## src/rtl/mem_port_arbiter_if.sv

```systemverilog
// Bus bundle between the fetch/data requesters, the memory port arbiter and the RAM.
// master = requesters plus RAM model, slave = arbiter.
interface mem_port_arbiter_if #(
  parameter int ADDR_BITS = 16,
  parameter int DATA_BITS = 64
);
  logic                 req_f;
  logic [ADDR_BITS-1:0] addr_f;
  logic                 req_d;
  logic                 we_d;
  logic [ADDR_BITS-1:0] addr_d;
  logic [DATA_BITS-1:0] wdata_d;
  logic                 ack_f;
  logic                 ack_d;
  logic [DATA_BITS-1:0] rdata;
  logic                 busy;
  logic                 mem_en;
  logic                 mem_we;
  logic [ADDR_BITS-1:0] mem_addr;
  logic [DATA_BITS-1:0] mem_wdata;
  logic [DATA_BITS-1:0] mem_rdata;

  modport master (
    output req_f, addr_f, req_d, we_d, addr_d, wdata_d, mem_rdata,
    input  ack_f, ack_d, rdata, busy, mem_en, mem_we, mem_addr, mem_wdata
  );

  modport slave (
    input  req_f, addr_f, req_d, we_d, addr_d, wdata_d, mem_rdata,
    output ack_f, ack_d, rdata, busy, mem_en, mem_we, mem_addr, mem_wdata
  );
endinterface

```

## src/rtl/mem_port_arbiter.sv

```systemverilog
// Shares one single-ported synchronous RAM between instruction fetch and data
// access; data wins ties except when its burst streak would starve fetch.
module mem_port_arbiter #(
  parameter int ADDR_BITS   = 16,
  parameter int DATA_BITS   = 64,
  parameter int MEM_LAT     = 1,
  parameter int MAX_D_BURST = 4
) (
  input logic              clock,
  input logic              reset,
  mem_port_arbiter_if.slave bus
);

  localparam logic [2:0] LAT_LAST  = 3'(MEM_LAT - 1);
  localparam logic [3:0] BURST_MAX = 4'(MAX_D_BURST);

  typedef enum logic [1:0] {
    IDLE  = 2'd0,
    ISSUE = 2'd1,
    WAIT  = 2'd2,
    ACK   = 2'd3
  } state_t;

  state_t               state_r;
  state_t               state_next_s;
  logic [3:0]           streak_r;
  logic [2:0]           wait_cnt_r;
  logic                 id_d_r;
  logic                 we_r;
  logic                 grant_d_s;
  logic                 grant_f_s;
  logic                 wait_done_s;

  logic                 ack_f_r, ack_d_r, busy_r, mem_en_r, mem_we_r;
  logic [ADDR_BITS-1:0] mem_addr_r;
  logic [DATA_BITS-1:0] mem_wdata_r, rdata_r;

  logic                 ack_f_nxt_s, ack_d_nxt_s, busy_nxt_s, mem_en_nxt_s, mem_we_nxt_s;
  logic [ADDR_BITS-1:0] mem_addr_nxt_s;
  logic [DATA_BITS-1:0] mem_wdata_nxt_s, rdata_nxt_s;

  assign wait_done_s = (wait_cnt_r == LAT_LAST);

  // Arbitration: data first unless the streak has reached its limit while fetch waits
  always_comb begin
    grant_d_s = 1'b0;
    grant_f_s = 1'b0;
    if (state_r == IDLE) begin
      if (bus.req_d && !(bus.req_f && (streak_r == BURST_MAX))) begin
        grant_d_s = 1'b1;
      end else if (bus.req_f) begin
        grant_f_s = 1'b1;
      end else begin
        grant_f_s = 1'b0;
      end
    end else begin
      grant_d_s = 1'b0;
    end
  end

  // State register
  always_ff @(posedge clock or posedge reset) begin
    if (reset) begin
      state_r <= IDLE;
    end else begin
      state_r <= state_next_s;
    end
  end

  // Next-state logic
  always_comb begin
    state_next_s = state_r;
    case (state_r)
      IDLE: begin
        if (grant_d_s || grant_f_s) begin
          state_next_s = ISSUE;
        end else begin
          state_next_s = IDLE;
        end
      end
      ISSUE: begin
        if (we_r) begin
          state_next_s = ACK;
        end else begin
          state_next_s = WAIT;
        end
      end
      WAIT: begin
        if (wait_done_s) begin
          state_next_s = ACK;
        end else begin
          state_next_s = WAIT;
        end
      end
      ACK:     state_next_s = IDLE;
      default: state_next_s = IDLE;
    endcase
  end

  // Output logic, computed one cycle ahead so every output leaves a flop
  always_comb begin
    mem_en_nxt_s    = (state_next_s == ISSUE);
    busy_nxt_s      = (state_next_s != IDLE);
    ack_f_nxt_s     = (state_next_s == ACK) && !id_d_r;
    ack_d_nxt_s     = (state_next_s == ACK) && id_d_r;
    mem_we_nxt_s    = 1'b0;
    mem_addr_nxt_s  = '0;
    mem_wdata_nxt_s = '0;
    rdata_nxt_s     = rdata_r;
    // ISSUE is only ever entered from IDLE, so the grant mux is the source here
    if (state_next_s == ISSUE) begin
      mem_we_nxt_s    = grant_d_s && bus.we_d;
      mem_addr_nxt_s  = grant_d_s ? bus.addr_d : bus.addr_f;
      mem_wdata_nxt_s = grant_d_s ? bus.wdata_d : '0;
    end else begin
      mem_we_nxt_s    = 1'b0;
    end
    if ((state_r == WAIT) && wait_done_s) begin
      rdata_nxt_s = bus.mem_rdata;
    end else begin
      rdata_nxt_s = rdata_r;
    end
  end

  // Registered outputs
  always_ff @(posedge clock or posedge reset) begin
    if (reset) begin
      ack_f_r     <= 1'b0;
      ack_d_r     <= 1'b0;
      busy_r      <= 1'b0;
      mem_en_r    <= 1'b0;
      mem_we_r    <= 1'b0;
      mem_addr_r  <= '0;
      mem_wdata_r <= '0;
      rdata_r     <= '0;
    end else begin
      ack_f_r     <= ack_f_nxt_s;
      ack_d_r     <= ack_d_nxt_s;
      busy_r      <= busy_nxt_s;
      mem_en_r    <= mem_en_nxt_s;
      mem_we_r    <= mem_we_nxt_s;
      mem_addr_r  <= mem_addr_nxt_s;
      mem_wdata_r <= mem_wdata_nxt_s;
      rdata_r     <= rdata_nxt_s;
    end
  end

  // Grant bookkeeping: requester id, op type, burst streak and wait counter
  always_ff @(posedge clock or posedge reset) begin
    if (reset) begin
      streak_r   <= 4'd0;
      wait_cnt_r <= 3'd0;
      id_d_r     <= 1'b0;
      we_r       <= 1'b0;
    end else begin
      if (state_r == WAIT) begin
        wait_cnt_r <= wait_cnt_r + 3'd1;
      end else begin
        wait_cnt_r <= 3'd0;
      end
      if (grant_d_s) begin
        id_d_r <= 1'b1;
        we_r   <= bus.we_d;
        if (bus.req_f && (streak_r != BURST_MAX)) begin
          streak_r <= streak_r + 4'd1;
        end else if (!bus.req_f) begin
          streak_r <= 4'd0;
        end
      end else if (grant_f_s) begin
        id_d_r   <= 1'b0;
        we_r     <= 1'b0;
        streak_r <= 4'd0;
      end
    end
  end

  assign bus.ack_f     = ack_f_r;
  assign bus.ack_d     = ack_d_r;
  assign bus.busy      = busy_r;
  assign bus.mem_en    = mem_en_r;
  assign bus.mem_we    = mem_we_r;
  assign bus.mem_addr  = mem_addr_r;
  assign bus.mem_wdata = mem_wdata_r;
  assign bus.rdata     = rdata_r;

endmodule

```

## src/flat_wrapper.sv

```systemverilog
// flat-port wrapper written by rule: the top's interface ports become plain ports
module mem_port_arbiter_flat 
#(
  parameter int ADDR_BITS   = 16,
  parameter int DATA_BITS   = 64,
  parameter int MEM_LAT     = 1,
  parameter int MAX_D_BURST = 4
)
  (clock, reset, bus_req_f, bus_addr_f, bus_req_d, bus_we_d, bus_addr_d, bus_wdata_d, bus_mem_rdata, bus_ack_f, bus_ack_d, bus_rdata, bus_busy, bus_mem_en, bus_mem_we, bus_mem_addr, bus_mem_wdata);
  mem_port_arbiter_if #(.ADDR_BITS(ADDR_BITS), .DATA_BITS(DATA_BITS)) bus_i ();
  input logic clock;
  input logic reset;
  input wire logic [$bits(bus_i.req_f)-1:0] bus_req_f;
  input wire logic [$bits(bus_i.addr_f)-1:0] bus_addr_f;
  input wire logic [$bits(bus_i.req_d)-1:0] bus_req_d;
  input wire logic [$bits(bus_i.we_d)-1:0] bus_we_d;
  input wire logic [$bits(bus_i.addr_d)-1:0] bus_addr_d;
  input wire logic [$bits(bus_i.wdata_d)-1:0] bus_wdata_d;
  input wire logic [$bits(bus_i.mem_rdata)-1:0] bus_mem_rdata;
  output wire logic [$bits(bus_i.ack_f)-1:0] bus_ack_f;
  output wire logic [$bits(bus_i.ack_d)-1:0] bus_ack_d;
  output wire logic [$bits(bus_i.rdata)-1:0] bus_rdata;
  output wire logic [$bits(bus_i.busy)-1:0] bus_busy;
  output wire logic [$bits(bus_i.mem_en)-1:0] bus_mem_en;
  output wire logic [$bits(bus_i.mem_we)-1:0] bus_mem_we;
  output wire logic [$bits(bus_i.mem_addr)-1:0] bus_mem_addr;
  output wire logic [$bits(bus_i.mem_wdata)-1:0] bus_mem_wdata;
  assign bus_i.req_f = bus_req_f;
  assign bus_i.addr_f = bus_addr_f;
  assign bus_i.req_d = bus_req_d;
  assign bus_i.we_d = bus_we_d;
  assign bus_i.addr_d = bus_addr_d;
  assign bus_i.wdata_d = bus_wdata_d;
  assign bus_i.mem_rdata = bus_mem_rdata;
  assign bus_ack_f = bus_i.ack_f;
  assign bus_ack_d = bus_i.ack_d;
  assign bus_rdata = bus_i.rdata;
  assign bus_busy = bus_i.busy;
  assign bus_mem_en = bus_i.mem_en;
  assign bus_mem_we = bus_i.mem_we;
  assign bus_mem_addr = bus_i.mem_addr;
  assign bus_mem_wdata = bus_i.mem_wdata;
  mem_port_arbiter #(.ADDR_BITS(ADDR_BITS), .DATA_BITS(DATA_BITS), .MEM_LAT(MEM_LAT), .MAX_D_BURST(MAX_D_BURST)) u_core (.clock(clock), .reset(reset), .bus(bus_i));
endmodule
```

## config.mk

```make
export PLATFORM = sky130hd
export DESIGN_NAME = mem_port_arbiter_flat
export DESIGN_NICKNAME = d
export VERILOG_FILES = /design/src/rtl/mem_port_arbiter_if.sv /design/src/rtl/mem_port_arbiter.sv /design/src/flat_wrapper.sv
export SDC_FILE = /design/constraint.sdc
export NUM_CORES = 1
export LEC_CHECK = 0
export BUFFER_PORTS_ARGS = -buffer_cell sky130_fd_sc_hd__buf_2
export CAP_MARGIN = 20
export CELL_PAD_IN_SITES_DETAIL_PLACEMENT = 1
export CELL_PAD_IN_SITES_GLOBAL_PLACEMENT = 1
export CORE_AREA = 2 2 135 137
export CTS_BUF_LIST = sky130_fd_sc_hd__clkbuf_4 sky130_fd_sc_hd__clkbuf_8 sky130_fd_sc_hd__clkbuf_16
export DETAILED_ROUTE_END_ITERATION = 10
export DIE_AREA = 0 0 137 139
export PLACE_DENSITY = 0.83
export SETUP_SLACK_MARGIN = 0.2
export SLEW_MARGIN = 20
export SYNTH_ARGS = -nofsm -noshare
export SYNTH_HDL_FRONTEND = slang
export SYNTH_SLANG_ARGS = --single-unit
```

## constraint.sdc

```tcl
create_clock -name clock -period 5.1 [get_ports clock]
set_input_delay 0.255 -clock clock [delete_from_list [all_inputs] [get_ports clock]]
set_output_delay 0.255 -clock clock [all_outputs]
set_load 0.005 [all_outputs]
```

==> results.tsv, run 1 <==
stage	metric	value	unit
status	status	finished, final reports clean	
sta	finClkSkew	9.25	ps
worst_setup_path	rrSetupSlack	2610	ps
placed_design	dp.cells	937	
worst_setup_path	critPathSlowestCell	a311o_1	
floorplanning	die_width	137	um
yosys	syn-num-nets	586	
final_layout	design_area	8230	um^2
final_layout	area_delta_synth_final	39.6	%
yosys	synth_top_family_by_area	multiplexers	
global_route	grt_pass1_wl	24.8	mm
sta	fmax	0.402	GHz
global_route	overflow	0	
sta	worst_slew_pin_slew	852	ps
sta	rsz0062_at_grt	false	
route	routed_wl	16.3	mm
final_layout	fin_nets	900	
floorplanning	core-area	17700	um^2
power_and_ir_drop	powerDensity	573	nW/um^2
clock_network	cts_setup_buffers	0	
floorplanning	row_count	49	
clock_network	cts.clk_slew.worst_paths	70	ps
yosys	synth_compound_area_share	4.01	%
yosys	synth.avg_cell_area	14.2	um^2
placed_design	post_dp_cell_area	7630	um^2
sta	min_period	2490	ps
global_route	grt_max_degree	67	
yosys	synth_seq_cells	160	
sta	timing.final.ws_setup	2610	ps
clock_network	clock-sinks	160	
floorplanning	die_h	139	um
route	wl_per_cell	16.9	um
sta	relSlewSlack	43.2	%
global_route	antenna_found_initial	1	
clock_network	clock_latency	420	ps
worst_setup_path	end_kind	flop	
clock_network	ctsHoldBuffers	1	
clock_network	clockBufferDepth	2	
worst_setup_path	crit_cells	6	
floorplanning	start_util	33.4	%
floorplanning	die_area	19000	um^2
sta	setup_violations	0	
clock_network	cts_buffers	17	
worst_setup_path	path_buf_inv	2	
route	vias	4359	
placed_design	hpwl	11.9	mm
yosys	synth_fa_ha_area_share	1.49	%
final_layout	instances_no_fill	969	
worst_setup_path	max_stage_delay	790	ps
yosys	synth_area	5900	um^2
sta	timing.hold.ws	36.1	ps
route	drc_errors	0	
yosys	yosysWarnings	0	
route	via_per_inst	4.50	
sta	setup_tns	0	ps
placed_design	io_buffers	313	
worst_setup_path	rr_worst_depth	6	
sta	min_period_over_period	48.8	%
power_and_ir_drop	leakagePower	4.41	nW
min_path	holdPathStages	2	
yosys	synth.area.mux_share	12.2	%
yosys	ys_seq_area_share	67.9	%
worst_setup_path	arrival	2750	ps
flow_run	cap_violations	0	
final_layout	drive_gt1_share	56.1	%
sta	final_max_slew_viol_count	0	
yosys	synth_top_area_share	67.9	%
yosys	synth_top_area_cell	dfrtp_1	
floorplanning	ioPinCount	314	
yosys	ys_top_cells_by_area	dfrtp_1 68%, mux2_2 12%, and2_1 7.2%, o21ai_0 1.6%, a21oi_1 1.5%	
global_route	grt.total_usage	17.3	%
worst_setup_path	worstPathRequired	5360	ps
clock_network	tritoncts	built	
worst_setup_path	setup.worst_path.class	flop to flop	
worst_setup_path	critPathTopFamily	compound AO/OA/AOI/OAI gates	
clock_network	htreeDepth	4	
placed_design	dpl_worst_slack	2580	ps
yosys	synth_cell_type_count	26	
worst_setup_path	crit_path_start_kind	flop	
yosys	synthSimpleGateAreaFrac	10.8	%
sta	hold_viol_final	0	
worst_setup_path	cp_max_fo	66	
route	final_antenna_net_count	0	
final_layout	diodes	0	
worst_setup_path	crit_chain	inv_1 -> ha_1 -> nand3b_1 -> buf_4 -> a311o_1 -> a21oi_1	
clock_network	clockRootBuffer	clkbuf_16	
power_and_ir_drop	ir_drop	233	uV
yosys	synth_xor_area_share	0.297	%
placed_design	gp_congestion	0.782	
route	drtIter0Drc	160	
clock_network	cts_resized	0	
route	first_pass_iters	4	
global_route	grt_pass1_vias	4651	
min_path	hp-class	input pin to flop	
yosys	netlist_instances	414	
==> synth_stat cells (all sizes together) <==
| cell type | count |
|---|---|
| nand3b | 3 |
| o21ai | 20 |
| a21oi | 18 |
| a32o | 1 |
| and2 | 68 |
| a311o | 1 |
| nor3b | 1 |
| nand2b | 1 |
| nand3 | 18 |
| and4b | 1 |
| nand2 | 7 |
| ha | 7 |
| nand4b | 2 |
| inv | 11 |
| dfrtp | 160 |
| clkbuf | 6 |
| buf | 17 |
| nor4 | 1 |
| xor2 | 2 |
| a21o | 1 |
| mux2 | 64 |
| nor2b | 1 |
| o22ai | 1 |
| a31oi | 2 |
==> layer usage <==
| metal | wire [um] | track usage (%) | vias to the layer above |
|---|---|---|---|
| met4 | 374 | 6.62 | 2 |
| li1 | - | - | 2006 |
| met2 | 8740 | 30.7 | 171 |
| met5 | 13 | 0 | - |
| met1 | 5950 | 18.5 | 2144 |
| met3 | 1260 | 6.43 | 36 |
==> final timing paths <==
| path | startpoint | endpoint |
|---|---|---|
| max in group asynchronous | reset | u_core.bus.rdata[14] |
| worst max-delay path | u_core.state_r[0] | u_core.bus.mem_addr[6] |
| worst min register to register | u_core.wait_cnt_r[0] | u_core.wait_cnt_r[0] |
| min in group asynchronous | reset | u_core.bus.rdata[47] |
| worst min-delay path | bus_wdata_d[30] | u_core.bus.mem_wdata[30] |
| worst max register to register | u_core.state_r[0] | u_core.bus.mem_addr[6] |
==> layout by cell type, fill, tap and decap left out, types with 2 or more instances in the layout <==
cell type   count
a21oi_1        18
a31oi_1         2
and2_1         68
buf_2         313
buf_4           4
bufinv_16       2
clkbuf_16      17
clkbuf_4        2
clkinv_4        2
clkinvlp_4      3
dfrtp_1       160
ha_1            7
inv_1          10
inv_6           4
mux2_2         64
nand2_1         7
nand3_1        18
nand3b_1        3
nand4b_1        2
o21ai_0        19
xor2_1          2
==> flip-flops by register name, summed over array words and instances, names as in the netlist <==
register / count
u_core.bus.mem_wdata: 64
u_core.id_d_r: 1
u_core.bus.ack_d: 1
u_core.bus.mem_addr: 16
u_core.bus.mem_we: 1
u_core.bus.rdata: 64
u_core.bus.busy: 1
u_core.state_r: 2
u_core.wait_cnt_r: 3
u_core.streak_r: 4
u_core.bus.ack_f: 1
u_core.bus.mem_en: 1
u_core.we_r: 1
==> worst register-to-register path, stage by stage, from the launching register on <==
cell,delay (ps)
dfrtp_1,350
inv_1,60
ha_1,230
nand3b_1,90
buf_4,640
a311o_1,800
a21oi_1,160
==> cell families after synthesis <==
logic type | Yosys count
AO/OA/AOI/OAI | 44
XOR/XNOR | 2
adder cells (fa/ha/maj) | 7
buffers and inverters | 34
flip-flops | 160
multiplexers | 64
AND/OR/NAND/NOR | 103
==> cell type report <==
class | instances | area (um^2)
multi-input combinational | 220 | 1700
inverter | 11 | 46.3
timing repair buffer | 318 | 1610
clock buffer | 20 | 454
tap | 229 | 287
fill | 1986 | 9430
sequential | 160 | 4000
clock inverter | 11 | 131
==> where the power goes <==
group / switching [W] / internal [W]
logic: 0.000744 / 0.000809
clock network: 0.000521 / 0.000747
registers: 0.000177 / 0.00172
==> metrics by stage <==
stage          util [%]  power, W
5_1_grt            46.6   0.00502
3_5_place_dp       43.2   0.00350
3_3_place_gp       43.2   0.00341
2_1_floorplan         -   0.00283
6_report           46.6   0.00472
4_1_cts            46.6   0.00479
Power figures use the tool's default switching activity.
==> run 2, diff against run 1 <==
==> constraint.sdc (replaced) <==
create_clock -name clock -period 2.5 [get_ports clock]
set_input_delay 0.125 -clock clock [delete_from_list [all_inputs] [get_ports clock]]
set_output_delay 0.125 -clock clock [all_outputs]
set_load 0.005 [all_outputs]
==> results.tsv, run 2 (synthesis results as in run 1) <==
stage	metric	value	unit	change
worst_setup_path	crit_cells	6		unchanged
placed_design	gp_congestion	0.761		-2.7%
sta	rsz0062_at_grt	false		
route	via_per_inst	4.47		-0.60%
final_layout	multi_input_area	1700	um^2	+0.15%
sta	setup_violations	0		unchanged
sta	worst_slew_pin_slew	853	ps	+1.62 ps
sta	final_max_slew_viol_count	0		unchanged
clock_network	clockRootBuffer	clkbuf_16		
placed_design	dpl_worst_slack	441	ps	-2140 ps
placed_design	post_dp_cell_area	7730	um^2	+1.2%
min_path	hp-start	bus_req_f		
route	routed_wl	21.6	mm	+32%
final_layout	regArea	4000	um^2	unchanged
power_and_ir_drop	power.total	0.0101	W	+110%
final_layout	fin_nets	1067		+19%
route	final_antenna_net_count	0		unchanged
final_layout	final_cell_mix	313 x buf_2, 162 x dlygate4sd3_1, 160 x dfrtp_1		
worst_setup_path	critPathTopFamily	buffers and inverters		
placed_design	hpwl	12.6	mm	+5.1%
worst_setup_path	crit_path_start_kind	flop		
worst_setup_path	startpoint	u_core.state_r[0]		
power_and_ir_drop	power_frac_seq	39.0	%	-1.2 points
global_route	overflow	0		unchanged
clock_network	htreeDepth	4		unchanged
clock_network	tritoncts	built		
power_and_ir_drop	ir_drop	543	uV	+130%
sta	setup_tns	0	ps	unchanged
clock_network	clockBufferDepth	2		unchanged
clock_network	clock-sinks	160		unchanged
route	wl_per_cell	18.8	um	+12%
clock_network	clock_latency	420	ps	about the same
sta	fmax	0.471	GHz	+17%
floorplanning	core-area	17700	um^2	unchanged
power_and_ir_drop	powerDensity	1020	nW/um^2	+77%
final_layout	design_area	9950	um^2	+21%
sta	timing.hold.ws	86.9	ps	+50.8 ps
floorplanning	die_h	139	um	unchanged
worst_setup_path	reg2reg_from	u_core.state_r[0]		
global_route	grt.total_usage	22.7	%	+5.4 points
worst_setup_path	critPathSlowestCell	dlygate4sd3_1		
sta	min_period_over_period	84.9	%	+36 points
sta	relSlewSlack	43.0	%	-0.23 points
worst_setup_path	end_kind	flop		
placed_design	io_buffers	313		unchanged
global_route	grt_pass1_vias	5916		+27%
worst_setup_path	arrival	2480	ps	-270 ps
route	drtIter0Drc	185		+16%
power_and_ir_drop	switchingPower	0.00323	W	+120%
final_layout	area_delta_synth_final	68.8	%	
final_layout	drive_gt1_share	46.7	%	-9.4 points
worst_setup_path	worstPathRequired	2860	ps	-2500 ps
power_and_ir_drop	p_int	0.00688	W	+110%
sta	hold_viol_final	0		unchanged
clock_network	cts.clk_slew.worst_paths	70	ps	about the same
floorplanning	row_count	49		unchanged
worst_setup_path	rrSetupSlack	380	ps	-2230 ps
floorplanning	ioPinCount	314		unchanged
min_path	holdPathStages	3		+1
clock_network	cts_setup_buffers	0		unchanged
min_path	hp-class	input pin to flop		
sta	min_period	2120	ps	-368 ps
route	vias	5120		+17%
global_route	grt_pass1_wl	32.6	mm	+31%
worst_setup_path	path_buf_inv	2		unchanged
power_and_ir_drop	combPwrFrac	35.7	%	+2.8 points
status	status	finished, final reports clean		
worst_setup_path	max_stage_delay	570	ps	-220 ps
sta	finClkSkew	13.5	ps	+4.21 ps
floorplanning	die_area	19000	um^2	unchanged
worst_setup_path	cp_max_fo	7		-89%
worst_setup_path	setup.worst_path.class	flop to flop		
sta	timing.final.ws_setup	378	ps	-2230 ps
power_and_ir_drop	leakagePower	5.14	nW	+17%
worst_setup_path	crit_chain	inv_1 -> ha_1 -> nand3b_1 -> a311o_2 -> a21oi_1 -> dlygate4sd3_1		
final_layout	fillers	1897		-4.5%
route	drc_errors	0		unchanged
final_layout	final_common_cell	buf_2		
floorplanning	die_width	137	um	unchanged
floorplanning	start_util	33.4	%	unchanged
global_route	antenna_found_initial	8		+7
route	first_pass_iters	4		unchanged
clock_network	cts_buffers	17		unchanged
flow_run	cap_violations	0		unchanged
worst_setup_path	rr_worst_depth	6		unchanged
power_and_ir_drop	clock_power_share	25.3	%	-1.6 points
power_and_ir_drop	p_sw_share	31.9	%	+1.4 points
global_route	grt_max_degree	66		-1.5%
-- run 2: tightest hold or removal path, cell delays in order --
cell and delay [ps]:
buf_2 150, a31oi_1 140, a31oi_1 50
-- run 2: worst paths after layout --
kind / endpoint
max: u_core.bus.mem_addr[0]
max reg2reg: u_core.bus.mem_addr[0]
min reg2reg: u_core.wait_cnt_r[0]
max in group asynchronous: u_core.bus.mem_wdata[28]
min in group asynchronous: u_core.bus.mem_wdata[33]
min: u_core.streak_r[2]
-- run 2: repair_timing --
action                                  CTS  global route
endpoints found under the setup margin    0             8
endpoints found under the hold margin   176             0
resized for setup                         0             2
hold buffers                            162             0
-- run 2: power groups by stage --
stage	sequential, W	clock (W)	combinational, W
floorplan	0.00400	0	0.00177
global placement	0.00387	0	0.00317
detailed placement	0.00395	0	0.00331
CTS	0.00391	0.00260	0.00359
global route	0.00404	0.00272	0.00394
finish	0.00395	0.00255	0.00361
-- run 2: through the flow --
step           util [%]  cells
2_1_floorplan         -    414
3_3_place_gp       43.8    943
3_5_place_dp       43.8    943
4_1_cts            56.2   1137
5_1_grt            56.4   1145
6_report           56.4   1145
-- run 2: final cells by class --
cell class	count	area share (%)
repair buffers	485	33.3
well taps	229	2.88
clock inverters	13	1.28
clock buffers	19	4.55
inverters	11	0.453
multi-input cells	220	17.1
diodes	8	0.201
flip-flops and latches	160	40.2
-- run 2: routing by layer --
| metal | routed length, um | global-route usage [%] | vias to the layer above |
|---|---|---|---|
| li1 | - | - | 2354 |
| met5 | 0 | 0 | - |
| met2 | 12100 | 42.8 | 207 |
| met1 | 7320 | 22.4 | 2500 |
| met3 | 1240 | 5.23 | 59 |
| met4 | 943 | 12.6 | 0 |
==> run 3, diff against run 2 <==
--- a/config.mk
+++ b/config.mk
@@ -9,11 +9,11 @@
 export CAP_MARGIN = 20
 export CELL_PAD_IN_SITES_DETAIL_PLACEMENT = 1
 export CELL_PAD_IN_SITES_GLOBAL_PLACEMENT = 1
-export CORE_AREA = 2 2 135 137
+export CORE_AREA = 2 2 141 143
 export CTS_BUF_LIST = sky130_fd_sc_hd__clkbuf_4 sky130_fd_sc_hd__clkbuf_8 sky130_fd_sc_hd__clkbuf_16
 export DETAILED_ROUTE_END_ITERATION = 10
-export DIE_AREA = 0 0 137 139
-export PLACE_DENSITY = 0.83
+export DIE_AREA = 0 0 143 145
+export PLACE_DENSITY = 0.8
 export SETUP_SLACK_MARGIN = 0.2
 export SLEW_MARGIN = 20
 export SYNTH_ARGS = -nofsm -noshare
==> constraint.sdc (replaced) <==
create_clock -name clock -period 1.7 [get_ports clock]
set_input_delay 0.085 -clock clock [delete_from_list [all_inputs] [get_ports clock]]
set_output_delay 0.085 -clock clock [all_outputs]
set_load 0.005 [all_outputs]
==> results.tsv, run 3 (synthesis results as in run 1) <==
stage	metric	value	unit	change
sta	setup_violations	0		unchanged
worst_setup_path	end_kind	flop		
clock_network	clock_latency	420	ps	about the same
sta	hold_viol_final	0		unchanged
global_route	antenna_found_initial	2		-6
global_route	grt_pass1_wl	35.2	mm	+8.2%
sta	min_period	1680	ps	-443 ps
floorplanning	ioPinCount	314		unchanged
sta	min_period_over_period	98.7	%	+14 points
final_layout	instances_no_fill	1205		+5.2%
route	drc_errors	0		unchanged
floorplanning	core-area	19200	um^2	+8.8%
worst_setup_path	setup.worst_path.class	flop to flop		
final_layout	final_common_cell	buf_2		
worst_setup_path	arrival	1980	ps	-500 ps
power_and_ir_drop	switchingPower	0.00563	W	+74%
placed_design	hpwl	12.7	mm	+1.2%
sta	rsz0062_at_grt	true		
sta	relSlewSlack	70.3	%	+27 points
clock_network	clock-sinks	160		unchanged
worst_setup_path	cp_max_fo	8		+1
route	via_per_inst	4.48		+0.27%
sta	fmax	0.596	GHz	+26%
route	drtIter0Drc	176		-4.9%
power_and_ir_drop	p_sw_share	32.4	%	+0.50 points
min_path	hp-class	input pin to flop		
worst_setup_path	reg2reg_from	u_core.state_r[0]		
flow_run	cap_violations	0		unchanged
clock_network	tritoncts	built		
min_path	hp-start	bus_req_f		
final_layout	fin_nets	1097		+2.8%
sta	worst_slew_pin_slew	441	ps	-412 ps
route	routed_wl	25.0	mm	+16%
sta	finClkSkew	12.2	ps	-1.29 ps
floorplanning	die_area	20700	um^2	+8.9%
power_and_ir_drop	power.total	0.0173	W	+72%
power_and_ir_drop	power_frac_seq	33.8	%	-5.2 points
sta	final_max_slew_viol_count	0		unchanged
power_and_ir_drop	combPwrFrac	44.7	%	+9.0 points
global_route	overflow	0		unchanged
placed_design	gp_congestion	0.790		+3.8%
worst_setup_path	startpoint	u_core.state_r[0]		
route	first_pass_iters	4		unchanged
power_and_ir_drop	clock_power_share	21.5	%	-3.8 points
clock_network	clockBufferDepth	2		unchanged
floorplanning	die_width	143	um	+4.4%
floorplanning	start_util	30.7	%	-2.7 points
route	final_antenna_net_count	0		unchanged
power_and_ir_drop	leakagePower	5.53	nW	+7.6%
final_layout	final_core_util	55.9	%	-0.45 points
status	status	finished, final reports clean		
global_route	grt_pass1_vias	6327		+6.9%
placed_design	io_buffers	313		unchanged
floorplanning	die_h	145	um	+4.3%
final_layout	drive_gt1_share	51.2	%	+4.5 points
clock_network	cts_buffers	17		unchanged
clock_network	cts.clk_slew.worst_paths	70	ps	about the same
power_and_ir_drop	p_int	0.0117	W	+70%
global_route	grt.total_usage	22.6	%	-0.18 points
final_layout	final_cell_mix	313 x buf_2, 162 x dlygate4sd3_1, 160 x dfrtp_1		
floorplanning	row_count	51		+4.1%
clock_network	htreeDepth	4		unchanged
worst_setup_path	worstPathRequired	2000	ps	-860 ps
route	wl_per_cell	20.7	um	+9.9%
worst_setup_path	crit_path_start_kind	flop		
power_and_ir_drop	ir_drop	759	uV	+40%
final_layout	area_delta_synth_final	82.1	%	
global_route	grt_max_degree	66		unchanged
placed_design	dp.cells	988		+4.8%
clock_network	clockRootBuffer	clkbuf_16		
power_and_ir_drop	powerDensity	1620	nW/um^2	+59%
route	vias	5403		+5.5%
## run 3: power by group through the flow
| stage | combinational [W] | sequential, W | clock, W |
|---|---|---|---|
| 6_report | 0.00776 | 0.00587 | 0.00373 |
| 5_1_grt | 0.00825 | 0.00599 | 0.00397 |
| 4_1_cts | 0.00659 | 0.00572 | 0.00380 |
| 3_5_place_dp | 0.00529 | 0.00578 | 0 |
| 3_3_place_gp | 0.00509 | 0.00569 | 0 |
| 2_1_floorplan | 0.00273 | 0.00588 | 0 |
## run 3: metrics by stage
step           cell area (um^2)  hold slack [ps]  setup WS, ps  TNS [ps]
3_5_place_dp               7920             60.6          42.1         0
5_1_grt                   10700             74.5         -25.3      -601
3_3_place_gp               7920             54.4           101         0
2_1_floorplan              5940              214          -414    -66210
6_report                  10700             51.8          21.3         0
4_1_cts                   10400             34.0          65.8         0
## run 3: worst max-delay path, stage by stage (launching register included)
cell and delay, ps:
dfrtp_1 400, inv_2 110, ha_4 140, nand3b_1 140
buf_12 200, buf_12 140, buf_16 130, mux2_4 300
## run 3: path summary, 6_finish.rpt
path / cells past startpoint / to / slack, ps
max: 7 / u_core.bus.rdata[58] / 20
min: 3 / u_core.streak_r[2] / 50
max reg2reg: 7 / u_core.bus.rdata[58] / 20
min reg2reg: 2 / u_core.id_d_r / 500
max in group asynchronous: 4 / u_core.bus.rdata[4] / 950
min in group asynchronous: 3 / u_core.bus.rdata[12] / 180
## run 3: timing repair
item,CTS,global route
hold endpoints to repair,306,0
gates cloned,4,5
buffers inserted,8,4
setup endpoints to repair,144,148
pin swaps,1,2
gates resized for setup,22,52
hold buffers,162,0
## run 3: layer usage
metal | wire length [um] | track usage, % | up-vias
met5 | 0 | 0 | -
met1 | 8470 | 21.5 | 2707
met3 | 1530 | 6.50 | 55
met4 | 813 | 10.2 | 0
li1 | - | - | 2413
met2 | 14200 | 43.5 | 228
## run 3: layout make-up
| cell class | count | area [um^2] |
|---|---|---|
| Tap cell | 265 | 332 |
| Fill cell | 2021 | 8470 |
| Sequential cell | 160 | 4000 |
| Antenna cell | 2 | 5.00 |
| Timing Repair Buffer | 515 | 3860 |
| Clock buffer | 21 | 462 |
| Clock inverter | 11 | 104 |
| Inverter | 11 | 45.0 |
| Multi-Input combinational cell | 220 | 1930 |
